`src/rtl/rr_serial_arbiter.sv`:
```
// Round-robin arbiter and transaction sequencer for the serial bus.
// It grants one serial master, shifts in that master's slave address (MSB first)
// and hands it to the decoder. It then holds the bus until the slave finishes or
// the watchdog expires.
module rr_serial_arbiter #(
  parameter int NUM_MASTERS = 2,
  parameter int ADDR_W      = 2,
  parameter int TIMEOUT     = 255
) (
  input  logic                   clk,
  input  logic                   rstn,
  input  logic [NUM_MASTERS-1:0] m_tx,
  output logic [NUM_MASTERS-1:0] m_rx,
  output logic [NUM_MASTERS-1:0] grant,
  output logic [ADDR_W-1:0]      addr,
  output logic                   addr_rdy,
  input  logic                   slv_ready,
  input  logic                   slv_responded,
  output logic                   timeout,
  output logic [2:0]             state_o
);

  localparam int GW   = $clog2(NUM_MASTERS);
  localparam int WD_W = $clog2(TIMEOUT + 1);
  localparam int BC_W = $clog2(ADDR_W + 1);
  localparam logic [WD_W-1:0] WD_LIMIT = WD_W'(TIMEOUT - 1);
  localparam logic [BC_W-1:0] BC_LAST  = BC_W'(ADDR_W - 1);

  typedef enum logic [2:0] {
    S_IDLE     = 3'd0,
    S_GRANT    = 3'd1,
    S_ADDR     = 3'd2,
    S_WAIT_SLV = 3'd3,
    S_BUSY     = 3'd4
  } state_t;

  state_t                   state, state_nxt;
  logic [GW-1:0]            owner, last_grant, pick, cand;
  logic                     pick_vld;
  logic [WD_W-1:0]          wd;
  logic [BC_W-1:0]          bit_cnt;
  logic [ADDR_W-1:0]        addr_sh;
  logic [NUM_MASTERS-1:0]   owner_oh;
  logic                     owner_bit, addr_last, wd_expired;
  logic                     release_c, abort_c;
  int                       j;

  // Append one serial bit below the bits already received (MSB arrives first).
  function automatic logic [ADDR_W-1:0] shift_in(input logic [ADDR_W-1:0] cur, input logic b);
    return ADDR_W'({cur, b});
  endfunction

  // Watchdog increment that sticks at all-ones instead of wrapping.
  function automatic logic [WD_W-1:0] wd_sat_inc(input logic [WD_W-1:0] v);
    return (v == '1) ? v : v + WD_W'(1);
  endfunction

  assign owner_oh   = NUM_MASTERS'(1) << owner;
  assign owner_bit  = m_tx[owner];
  assign addr_last  = (state == S_ADDR) && (bit_cnt == BC_LAST);
  assign wd_expired = (wd >= WD_LIMIT);
  assign state_o    = state;

  // Round-robin search: the nearest requester after last_grant (wrapping) wins.
  always_comb begin
    pick     = last_grant;
    pick_vld = 1'b0;
    j        = 0;
    cand     = '0;
    for (int i = NUM_MASTERS; i >= 1; i--) begin
      j = int'(last_grant) + i;
      if (j >= NUM_MASTERS) j = j - NUM_MASTERS;
      cand = GW'(j);
      if (!m_tx[cand]) begin
        pick     = cand;
        pick_vld = 1'b1;
      end
    end
  end

  // Next-state decode; slave handshakes take priority over the watchdog.
  always_comb begin
    state_nxt = state;
    release_c = 1'b0;
    abort_c   = 1'b0;
    case (state)
      S_IDLE:     if (pick_vld) state_nxt = S_GRANT;
      S_GRANT:    state_nxt = S_ADDR;
      S_ADDR:     if (addr_last) state_nxt = S_WAIT_SLV;
      S_WAIT_SLV: begin
        if (slv_ready && slv_responded) release_c = 1'b1;
        else if (slv_ready)             state_nxt = S_BUSY;
        else if (wd_expired)            abort_c   = 1'b1;
      end
      S_BUSY: begin
        if (slv_responded)   release_c = 1'b1;
        else if (wd_expired) abort_c   = 1'b1;
      end
      default:    state_nxt = S_IDLE;
    endcase
    if (release_c || abort_c) state_nxt = S_IDLE;
  end

  // Bus ownership and the one-cycle grant pulse follow the current state.
  always_comb begin
    grant = '0;
    m_rx  = '0;
    case (state)
      S_GRANT: begin
        grant = owner_oh;
        m_rx  = owner_oh;
      end
      S_ADDR, S_WAIT_SLV, S_BUSY: grant = owner_oh;
      default: ;
    endcase
  end

  // Control state, counters and decoder-facing outputs.
  always_ff @(posedge clk or negedge rstn) begin
    if (!rstn) begin
      state      <= S_IDLE;
      owner      <= '0;
      last_grant <= GW'(NUM_MASTERS - 1);
      wd         <= '0;
      bit_cnt    <= '0;
      addr       <= '0;
      addr_rdy   <= 1'b0;
      timeout    <= 1'b0;
    end else begin
      state    <= state_nxt;
      timeout  <= abort_c;
      addr_rdy <= 1'b0;
      if (state == S_IDLE && pick_vld) owner <= pick;
      if (release_c || abort_c) last_grant <= owner;
      if (state == S_ADDR) bit_cnt <= bit_cnt + BC_W'(1);
      else                 bit_cnt <= '0;
      if (addr_last) begin
        addr     <= shift_in(addr_sh, owner_bit);
        addr_rdy <= 1'b1;
      end
      if (state_nxt != state)
        wd <= '0;
      else if (state == S_WAIT_SLV || state == S_BUSY)
        wd <= wd_sat_inc(wd);
    end
  end

  // Address shift register; every bit is overwritten before it is used.
  always_ff @(posedge clk) begin
    if (state == S_ADDR) addr_sh <= shift_in(addr_sh, owner_bit);
  end

endmodule

```
`config.mk`:
```
export PLATFORM = sky130hd
export DESIGN_NAME = rr_serial_arbiter
export DESIGN_NICKNAME = d
export VERILOG_FILES = /design/src/rtl/rr_serial_arbiter.sv
export SDC_FILE = /design/constraint.sdc
export NUM_CORES = 1
export LEC_CHECK = 0
export ABC_AREA = 1
export BUFFER_PORTS_ARGS = -buffer_cell sky130_fd_sc_hd__clkbuf_2
export CAP_MARGIN = 20
export CORE_MARGIN = 10
export CORE_UTILIZATION = 40
export CTS_CLUSTER_DIAMETER = 100
export DETAILED_ROUTE_END_ITERATION = 10
export GPL_ROUTABILITY_DRIVEN = 0
export GPL_TIMING_DRIVEN = 0
export PLACE_DENSITY = 0.64
export SYNTH_ARGS = -nofsm -noshare
export SYNTH_HDL_FRONTEND = slang
export SYNTH_SLANG_ARGS = --single-unit
```
`constraint.sdc`:
```
create_clock -name clk -period 1.9 [get_ports clk]
set_input_delay 0.38 -clock clk [delete_from_list [all_inputs] [get_ports clk]]
set_output_delay 0.38 -clock clk [all_outputs]
set_load 0.01 [all_outputs]
```
# ---- Word-level counts from Yosys, hierarchy flattened
# Cells that the tools add are included.
# Widths: inputs -> output; s select.
dict set report totals {
  regBits 20
  input_bits 6
  output_inout_bits 11
  word_cells 72
}
dict set report classes {
  add_sub_neg 6
  order_cmp 6
  eq_ne 8
  shift 1
  mux 33
  reduce_logical 9
}
# op count
set op_table {}
lappend op_table {{$mux 8} 3}
lappend op_table {{$mux 1} 19}
lappend op_table {{$mux 3} 5}
lappend op_table {{$pmux 3 s5} 1}
lappend op_table {{$add 8x1->8 const B} 1}
lappend op_table {{$eq 8x8->1 const B} 1}
lappend op_table {{$ge 8x8->1 const B} 1}
lappend op_table {{$eq 3x2->1 const B} 2}
lappend op_table {{$lt 1x2->1 const B} 3}
lappend op_table {{$mux 2} 3}
lappend op_table {{$pmux 1 s2} 2}
lappend op_table {{$reduce_or 4->1} 1}
lappend op_table {{$add 1x2->3 const B} 1}
lappend op_table {{$eq 3x1->1 const B} 1}
lappend op_table {{$eq 3x3->1 const B} 1}
lappend op_table {{$ge 3x2->1 const B} 1}
lappend op_table {{$logic_and 1x1->1} 3}
lappend op_table {{$logic_not 3->1} 1}
lappend op_table {{$ne 3x3->1} 1}
lappend op_table {{$add 1x1->2 const B} 1}
lappend op_table {{$add 2x1->2 const B} 1}
lappend op_table {{$eq 2x1->1 const B} 1}
lappend op_table {{$ge 2x2->1 const B} 1}
lappend op_table {{$logic_or 1x1->1} 2}
lappend op_table {{5 further kinds} 6}

# ---- Depth between registers and ports, before layout
# Gate-level depths: netlist of the first run.
dict set report depth {
  ltp_word 13
  ltp_mapped 12
  mapped_depth_nobuf 12
}

# ---- Least setup slack after synthesis of the first run
# Ideal clock, no wire load.
dict set report synth_path {
  kind {reg2out}
  start {register state[2], in the netlist state_o[2]}
  end {output port grant[0]}
  arrival_time_ps 1182
  t_required_ps 1520
  slack_ps 338
  path_stages_with_launch 6
  n_path_buf 0
  path_cell_list {dfrtp_1 > inv_2 > nand3_1 > inv_1 > nor3_1 > nor2_1}
}
dict set report synth_via {
  elab_chain_len 3
  word_cells_on_any_way 6
  cone_classes {eq/ne: 4; mux: 1; reduce/logical: 1}
}
# item line_no
set synth_lines {}
lappend synth_lines {{start: declaration} 37} ;# state_t state, state_nxt;
lappend synth_lines {{start signal: assignment} 130} ;# state <= state_nxt;
lappend synth_lines {{$eq 3x2->1 (tied with other cells)} 108} ;# case (state)
lappend synth_lines {{$reduce_or 4->1 (no source line) (*)} -}
lappend synth_lines {{$mux 2 (*)} 108}
lappend synth_lines {{end: declaration} 14} ;# output logic [NUM_MASTERS-1:0] grant,
# Mark *: on every way between the ends. The rest lies on a longest branch, timed or not.

# ---- Worst setup path in the final report of the first run
dict set report layout_path {
  start {register state[1], in the netlist state_o[1]}
  end {output port grant[1]}
}
# The elaborated chain is that of the path after synthesis.

==> summary.txt, run 1 <==
Run status
  • Status: finished, violations left
  • Violated checks: hold timing

STA
  • Fin crit share: 97.93%
  • Setup ws final: 0.03938 ns
  • Final Hold Fails: 4
  • Setup TNS: 0 ns
  • Worst rel slew slack: 66.55%
  • Final setup viols: 0
  • Actual slew at the worst max-slew pin: 0.4971 ns
  • Min Tclk post-route: 1.861 ns
  • Final Skew: 0.005693 ns
  • Fmax: 537.5 MHz
  • Hold WS: -0.002565 ns
  • Unrepaired setup endpoints after global routing: true
  • Count of pins over their slew limit: 0

Die
  • Core Region: 2781 sq um
  • Ports: 17
  • Die ar.: 5522 sq um
  • Die Span X: 74.31 um
  • Row count: 19
  • Die H: 74.31 um
  • Starting Density: 42.42%

Layout
  • Area growth syn-to-layout: 24.18%
  • Layout cell share with drive strength beyond 1: 43.53%
  • Filler cell count: 268
  • Area occupied by multi-input gates: 615.6 sq um
  • Final Util: 52.68%
  • Reg area: 510.5 sq um
  • Final net count: 180
  • Ant diodes: 0

Pwr
  • Worst vdd ir: 867.6 uV
  • Comb pwr share: 55.8%
  • Leakage: 0.8089 nW
  • P_int: 1.150 mW
  • Clock share of power: 12.3%
  • Net switching share of the total power: 44.47%
  • Switch Pwr: 0.9208 mW
  • Sequential power share: 31.9%
  • PD cells: 1413 nW/um^2
  • Total power: 2.071 mW

Worst setup path
  • Crit path launch type: flop
  • Crit path max fanout: 7
  • CP Class: flop to output port
  • Worst path required time: 1.52 ns
  • Crit path cell chain: buf_4 > nand3_2 > inv_2 > nor3_4 > nor2_1 > buf_2
  • CP peak stage delay: 0.50 ns
  • Slowest-stage cell, CP: dfrtp_2
  • Critical path endpoint category: output port
  • Worst Path Arrival: 1.48 ns

Logic synthesis
  • Yosys warning count: 0
  • Cells after Synth: 139
  • Synth cell types: 27
  • Synth Register Bits: 20
  • Dominant cells by area after synthesis: dfrtp_1 (38%), nand2_1 (7.6%), inv_1 (6.7%)
  • Sequential area share after synthesis: 42.95%
  • Average cell area after synthesis: 8.488 sq um
  • Mapped cell area: 1180 sq um
  • Synth top area share: 38.18%
  • Syn nets: 148
  • Yosys top cell by area: dfrtp_1

Flow run
  • Max-Cap Viols: 0

Global route
  • Vias in the first global route: 935
  • Largest net degree at the start of global routing: 20
  • GR Util All Layers: 9.034%
  • First-pass GRT wire length: 3981 um
  • Antenna violations before repair: 0
  • GRT Residual Overflow: 0

Routing
  • DR vias: 989
  • Routed Antenna Nets: 0
  • Drt first-iter violations: 29
  • DRC Markers: 0
  • Avg WL per Cell: 12.25 um
  • Iteration count of the initial detailed-routing pass: 4
  • Drt total wl: 2462 um
  • Post-DR vias/cell: 4.920

Clock network
  • Root Buffer: clkbuf_4
  • # clock sinks: 20
  • H-tree Lvls: 1
  • CTS tree: built
  • Clock buffer depth: 2
  • CTS buffer count: 3
  • Clock transition at path regs: 0.12 ns
  • Clock insertion delay at the later pin of the skew report: 0.31 ns

Place
  • Port Buffers: 16
  • DPL Wire Length: 1838 um
  • Pre-CTS setup slack: 0.1240 ns

Min path
  • Worst min path class: primary input to async pin
[Yosys cell counts, drive strengths merged]
| library cell | number |
|---|---|
| nor3 | 1 |
| dfstp | 1 |
| nand2 | 31 |
| clkinv | 2 |
| edfxtp | 1 |
| a31oi | 2 |
| nand4 | 5 |
| o21ai | 2 |
| a21oi | 3 |
| nand3 | 12 |
| a32o | 1 |
| inv | 25 |
| nor2 | 24 |
| ha | 3 |
| nor4 | 1 |
| dfrtp | 18 |
| xor2 | 7 |
[cell usage in the layout, fill, tap and decap left out, drive strengths merged]
cell	synthesis	routed
xor2	7	7
clkinv	2	1
edfxtp	1	1
ha	3	3
nor2	24	24
dfstp	1	1
inv	25	26
nand4	5	5
buf	0	12
nand2	31	31
a32o	1	1
dfrtp	18	18
nor3	1	1
a21oi	3	3
a31oi	2	2
nand3	12	12
clkbuf	0	19
o21ai	2	2
nor4	1	1
[cell type report]
class / instances / area share (%)
multi-input cells: 92 / 42.02
well taps: 31 / 2.647
inverters: 27 / 6.917
flip-flops and latches: 20 / 34.84
repair buffers: 27 / 11.10
clock buffers: 4 / 2.477
[sequential cells by signal, summed over array words and instances (netlist names)]
register and count:
state_o 3, addr_rdy 1, owner 1, timeout 1, addr 2, addr_sh 1, last_grant 1, wd 8
bit_cnt 2
[per-layer routing]
layer	vias to the layer above	track usage, %	part of all wire, %
met5	-	0	0
met1	464	10.41	43
met2	18	15.25	50
li1	503	-	-
met4	0	3.659	1.3
met3	4	2.793	5.6
[timing repair]
action                     in CTS  in global routing
pin swaps                       0                  5
setup endpoints to repair       2                  2
buffers inserted                2                  9
hold endpoints to repair        0                  0
resized for setup               7                  9
hold buffers                    0                  0
[power groups by stage]
stage	clock network, mW	logic (mW)	registers (mW)
after floorplan	0	0.629	0.670
after global placement	0	0.858	0.665
after detailed placement	0	0.879	0.672
after CTS	0.259	0.940	0.662
after global routing	0.268	1.29	0.675
final	0.255	1.16	0.660
[worst paths after layout]
| kind | startpoint | endpoint | slack [ns] | depth (start not counted) |
|---|---|---|---|---|
| worst min-delay path | rstn | addr[0] | -0.003 | 1 |
| worst min register to register | bit_cnt[0] | bit_cnt[0] | 0.44 | 1 |
| min in group clk | m_tx[1] | addr[0] | 0.34 | 3 |
| worst max-delay path | state_o[1] | grant[1] | 0.04 | 6 |
| max in group asynchronous | rstn | state_o[2] | 1.56 | 1 |
| worst max register to register | state_o[1] | wd[4] | 0.06 | 11 |
[logic make-up after synthesis]
| logic type | after synthesis | share of synthesized area [%] |
|---|---|---|
| AOI/OAI and AO/OA | 8 | 4.665 |
| xor gates and xnor gates | 7 | 5.196 |
| adders and majority gates | 3 | 3.182 |
| buffers and inverters | 27 | 8.590 |
| DFF | 20 | 42.95 |
| and+or+nand+nor | 74 | 35.42 |
[worst max-delay path, delay by kind of cell (launching register included)]
kind	cells	cell delay, ns
buffers and inverters	3	0.37
flip-flops	1	0.50
AND/OR/NAND/NOR	3	0.30
[stage by stage]
| step | area (sq um) | instances | hold slack [ns] |
|---|---|---|---|
| after global placement | 1299 | 186 | 0.3544 |
| after detailed placement | 1299 | 186 | 0.3648 |
| after global routing | 1465 | 201 | 0.03992 |
| after floorplan | 1180 | 139 | 0.08441 |
| after CTS | 1366 | 192 | 0.02863 |
| final | 1465 | 201 | -0.002565 |
Note: power is estimated with default switching activity, not from simulation.
==> inputs of run 2 (changes only) <==
Settings changed: CORE_UTILIZATION 40 to 37, PLACE_DENSITY 0.64 to 0.61.
==> run 2 against run 1 <==
Compared with the run above: the run now ends clean; highest routed layer unchanged; wire length increased by 3.7%; power shrank 1.6%; sequential power grew 3%; cell area rose by 1.2%; first-iteration DRC count grew to 2.6 times the previous value.
==> summary.txt, run 2 (synthesized netlist as in run 1, its figures left out) <==
Clock network
  • # clock sinks: 20
  • Clock transition at path regs: 0.12 ns
  • CTS tree: built
  • Root Buffer: clkbuf_4
  • Cts hold-fix bufs: 0
  • H-tree Lvls: 1
  • CTS buffer count: 3
  • Clock buffer depth: 2
  • Clock insertion delay at the later pin of the skew report: 0.30 ns

Worst setup path
  • Worst Path Arrival: 1.47 ns
  • Critical path destination: grant[1]
  • Reg2Reg Capture Point: wd[3]
  • CP Class: flop to output port
  • Worst path required time: 1.52 ns
  • R2R setup slack: 0.18 ns
  • Crit path max fanout: 4
  • Critical path endpoint category: output port
  • Crit path launch type: flop
  • Worst r2r path cells: 10
  • Setup crit start: state_o[0]
  • Worst R2R Start: state_o[1]

Routing
  • Iteration count of the initial detailed-routing pass: 4
  • Drt total wl: 2554 um
  • Post-DR vias/cell: 4.594
  • DRC Markers: 0
  • Avg WL per Cell: 12.05 um
  • DR vias: 974
  • Routed Antenna Nets: 0
  • Drt first-iter violations: 75

Pwr
  • Total power: 2.037 mW
  • Worst vdd ir: 494.6 uV
  • PD cells: 1374 nW/um^2
  • Leakage: 0.8024 nW

Global route
  • GR Util All Layers: 8.571%
  • Largest net degree at the start of global routing: 20
  • GRT Residual Overflow: 0
  • First-pass GRT wire length: 4257 um
  • Antenna violations before repair: 0
  • Vias in the first global route: 977

STA
  • Fmax: 541.2 MHz
  • Final setup viols: 0
  • Final Hold Fails: 0
  • Worst rel slew slack: 68.16%
  • Actual slew at the worst max-slew pin: 0.4776 ns
  • Final Skew: 0.002503 ns
  • Count of pins over their slew limit: 0
  • Unrepaired setup endpoints after global routing: true
  • Setup TNS: 0 ns
  • Fin crit share: 97.25%
  • Min Tclk post-route: 1.848 ns
  • Setup ws final: 0.05220 ns

Place
  • Pre-CTS setup slack: 0.1160 ns
  • Port Buffers: 16
  • DPL Wire Length: 1836 um

Die
  • Starting Density: 38.65%
  • Core Region: 3053 sq um
  • Die Span X: 76.47 um
  • Die H: 76.47 um
  • Ports: 17
  • Die ar.: 5848 sq um
  • Row count: 20

Layout
  • Final net count: 178
  • Ant diodes: 0
  • Commonest non-fill, non-tap cell in the layout: nand2_1
  • Layout cell share with drive strength beyond 1: 44.05%
  • Area growth syn-to-layout: 25.66%
  • Most frequent cells in the layout: nand2_1 (21), inv_1 (20), dfrtp_1 (14), clkbuf_2 (14), nor2_1 (11)
  • Area occupied by multi-input gates: 620.6 sq um
  • Max FFs per register: 8
  • Reg area: 511.7 sq um
  • Filler cell count: 293
  • Largest register by flop count: wd

Flow run
  • Max-Cap Viols: 0

Min path
  • Worst min path class: primary input to async pin

Run status
  • Status: completed
## run 2: critical path: stages, from the launching register on
cell      delay, ns
dfrtp_2        0.49
inv_4          0.10
nor2_1         0.05
nand2_2        0.10
clkinv_2       0.09
nor3_4         0.13
nor2_1         0.07
buf_2          0.14
## run 2: routing by layer
layer / up-vias / share of wire (%) / GRT usage, % / wire (um)
li1: 494 / - / - / -
met1: 448 / 42 / 10.00 / 1084
met2: 26 / 51 / 14.37 / 1297
met3: 6 / 5.1 / 2.594 / 130
met4: 0 / 1.6 / 3.160 / 42
met5: - / 0 / 0 / 0
## run 2: timing repair
item / 4_1_cts / 5_1_grt
resized for setup: 10 / 12
pin swaps: 3 / 6
buffers inserted: 6 / 3
setup endpoints to repair: 2 / 5
## run 2: metrics by stage
step | instance area (sq um) | utilization (%) | std cells | hold WS, ns
after detailed placement | 1315 | 43.07 | 199 | 0.3576
final | 1483 | 48.57 | 212 | 0.008441
after CTS | 1423 | 46.60 | 209 | 0.01829
after floorplan | 1180 | - | 139 | 0.08441
after global routing | 1483 | 48.57 | 212 | 0.01545
after global placement | 1315 | 43.07 | 199 | 0.3546
## run 2: layout make-up
type,instances,share of cell area [%]
multi-input combinational,92,41.86
sequential,20,34.51
timing repair buffer,25,10.21
inverter,27,7.257
tap,44,3.713
clock buffer,4,2.447
## run 2: worst min path at each step
stage               from          to  slack (ns)  depth (start not counted)
detailed placement  rstn     addr[0]        0.36                          1
global route        rstn  bit_cnt[1]        0.02                          1
floorplan           rstn     addr[0]        0.08                          0
global placement    rstn    addr_rdy        0.35                          1
finish              rstn     addr[0]       0.008                          1
CTS                 rstn     addr[1]        0.02                          1
## run 2: where the power goes
| part | switching [mW] | internal, mW |
|---|---|---|
| clock network | 0.134 | 0.117 |
| registers | 0.126 | 0.552 |
| logic | 0.653 | 0.456 |
| total | 0.913 | 1.12 |
==> inputs of run 3 (changes only) <==
Settings changed: CORE_ASPECT_RATIO from default to 0.75.
==> run 3 against run 2 <==
Compared with the run above: utilization fell by 1.5 points; sequential share of layout area rose by 1.7 points; critical path depth fell by 1; sequential power barely moved; via count fell by 3.7%; clock skew barely moved; count of clock-buffer cells in the layout did not move; largest power group unchanged; first-iteration DRC count fell by 40%; critical endpoint is now grant[0].
==> summary.txt, run 3 (synthesized netlist as in run 1, its figures left out) <==
Routing
  • Iteration count of the initial detailed-routing pass: 4
  • Drt total wl: 2286 um
  • Avg WL per Cell: 11.49 um
  • Routed Antenna Nets: 0
  • Post-DR vias/cell: 4.714
  • Drt first-iter violations: 45
  • DRC Markers: 0
  • DR vias: 938

Global route
  • GR Util All Layers: 8.028%
  • First-pass GRT wire length: 3795 um
  • Vias in the first global route: 832
  • GRT Residual Overflow: 0
  • Largest net degree at the start of global routing: 20
  • Antenna violations before repair: 0

Layout
  • Largest register by flop count: wd
  • Design area: 1410 sq um
  • Filler cell count: 303
  • Max FFs per register: 8
  • Commonest non-fill, non-tap cell in the layout: nand2_1
  • Layout cell share with drive strength beyond 1: 39.13%
  • Final Util: 47.02%
  • Area growth syn-to-layout: 19.51%
  • Reg area: 510.5 sq um
  • Ant diodes: 0
  • Area occupied by multi-input gates: 598.1 sq um
  • Final net count: 171
  • Most frequent cells in the layout: nand2_1 (22), inv_1 (20), clkbuf_2 (16), dfrtp_1 (15), nor2_1 (12)
  • Cell Count, Final, Fillers Out: 199

STA
  • Count of pins over their slew limit: 0
  • Setup TNS: 0 ns
  • Worst rel slew slack: 69.03%
  • Final Hold Fails: 0
  • Hold WS: 0.06279 ns
  • Fmax: 560.3 MHz
  • Final Skew: 0.002176 ns
  • Min Tclk post-route: 1.785 ns
  • Fin crit share: 93.94%
  • Setup ws final: 0.1151 ns
  • Final setup viols: 0
  • Actual slew at the worst max-slew pin: 0.4646 ns

Die
  • Die Span X: 85.21 um
  • Die H: 68.91 um
  • Row count: 17
  • Core Region: 2999 sq um
  • Ports: 17
  • Starting Density: 39.34%
  • Die ar.: 5871 sq um

Clock network
  • Root Buffer: clkbuf_8
  • Clock transition at path regs: 0.07 ns
  • CTS tree: built
  • Clock buffer depth: 2
  • Cts hold-fix bufs: 0
  • Clock insertion delay at the later pin of the skew report: 0.25 ns
  • # clock sinks: 20
  • H-tree Lvls: 1
  • CTS buffer count: 3

Pwr
  • Leakage: 0.7712 nW
  • Total power: 1.948 mW
  • Worst vdd ir: 468.8 uV
  • PD cells: 1381 nW/um^2

Place
  • Port Buffers: 16
  • DPL Wire Length: 1847 um
  • Pre-CTS setup slack: 0.08648 ns
  • DP Area: 1308 sq um
  • Cell count after placement: 193

Worst setup path
  • CP Class: flop to output port
  • Worst R2R Start: wd[0]
  • Worst Path Arrival: 1.40 ns
  • Setup crit start: state_o[2]
  • Critical path endpoint category: output port
  • Crit path launch type: flop
  • Crit path max fanout: 8
  • Worst path required time: 1.52 ns

Min path
  • Worst min path class: primary input to async pin

Run status
  • Status: completed

Flow run
  • Max-Cap Viols: 0
-- run 3: worst max-delay path, cell delays in order (launching register included) --
cell and delay, ns:
dfrtp_2 0.48, inv_4 0.08, nand3_2 0.11, inv_1 0.09, nor3_4 0.20, nor2_1 0.06, clkbuf_2 0.13
-- run 3: worst paths after layout --
check | to | depth (start not counted) | slack (ns)
hold reg to reg | bit_cnt[0] | 1 | 0.43
min in group clk | addr[0] | 3 | 0.41
setup reg to reg | wd[7] | 11 | 0.19
max in group asynchronous | state_o[1] | 1 | 1.49
hold / removal | owner | 1 | 0.06
setup / recovery | grant[0] | 6 | 0.12
-- run 3: what timing repair did --
| item | in CTS | in global routing |
|---|---|---|
| setup endpoints to repair | 2 | 2 |
| gates resized for setup | 5 | 7 |
| buffers inserted | 0 | 2 |
| pin swaps | 0 | 0 |
-- run 3: cell type report --
class,instances,share of cell area [%]
sequential,20,36.20
multi-input combinational,92,42.41
clock buffer,4,3.904
tap,38,3.372
inverter,27,7.365
timing repair buffer,18,6.744
-- run 3: power breakdown --
part           total (mW)  switching [mW]  internal (mW)
Combinational       0.959           0.599          0.360
Clock               0.314           0.130          0.184
Sequential          0.675           0.124          0.551
-- run 3: routing by layer --
metal / wire [um] / vias to the layer above / global-route usage (%)
met5: 0 / - / 0
met4: 12 / 0 / 1.844
met3: 179 / 2 / 3.981
met2: 1057 / 20 / 12.97
met1: 1035 / 433 / 9.485
li1: - / 483 / -
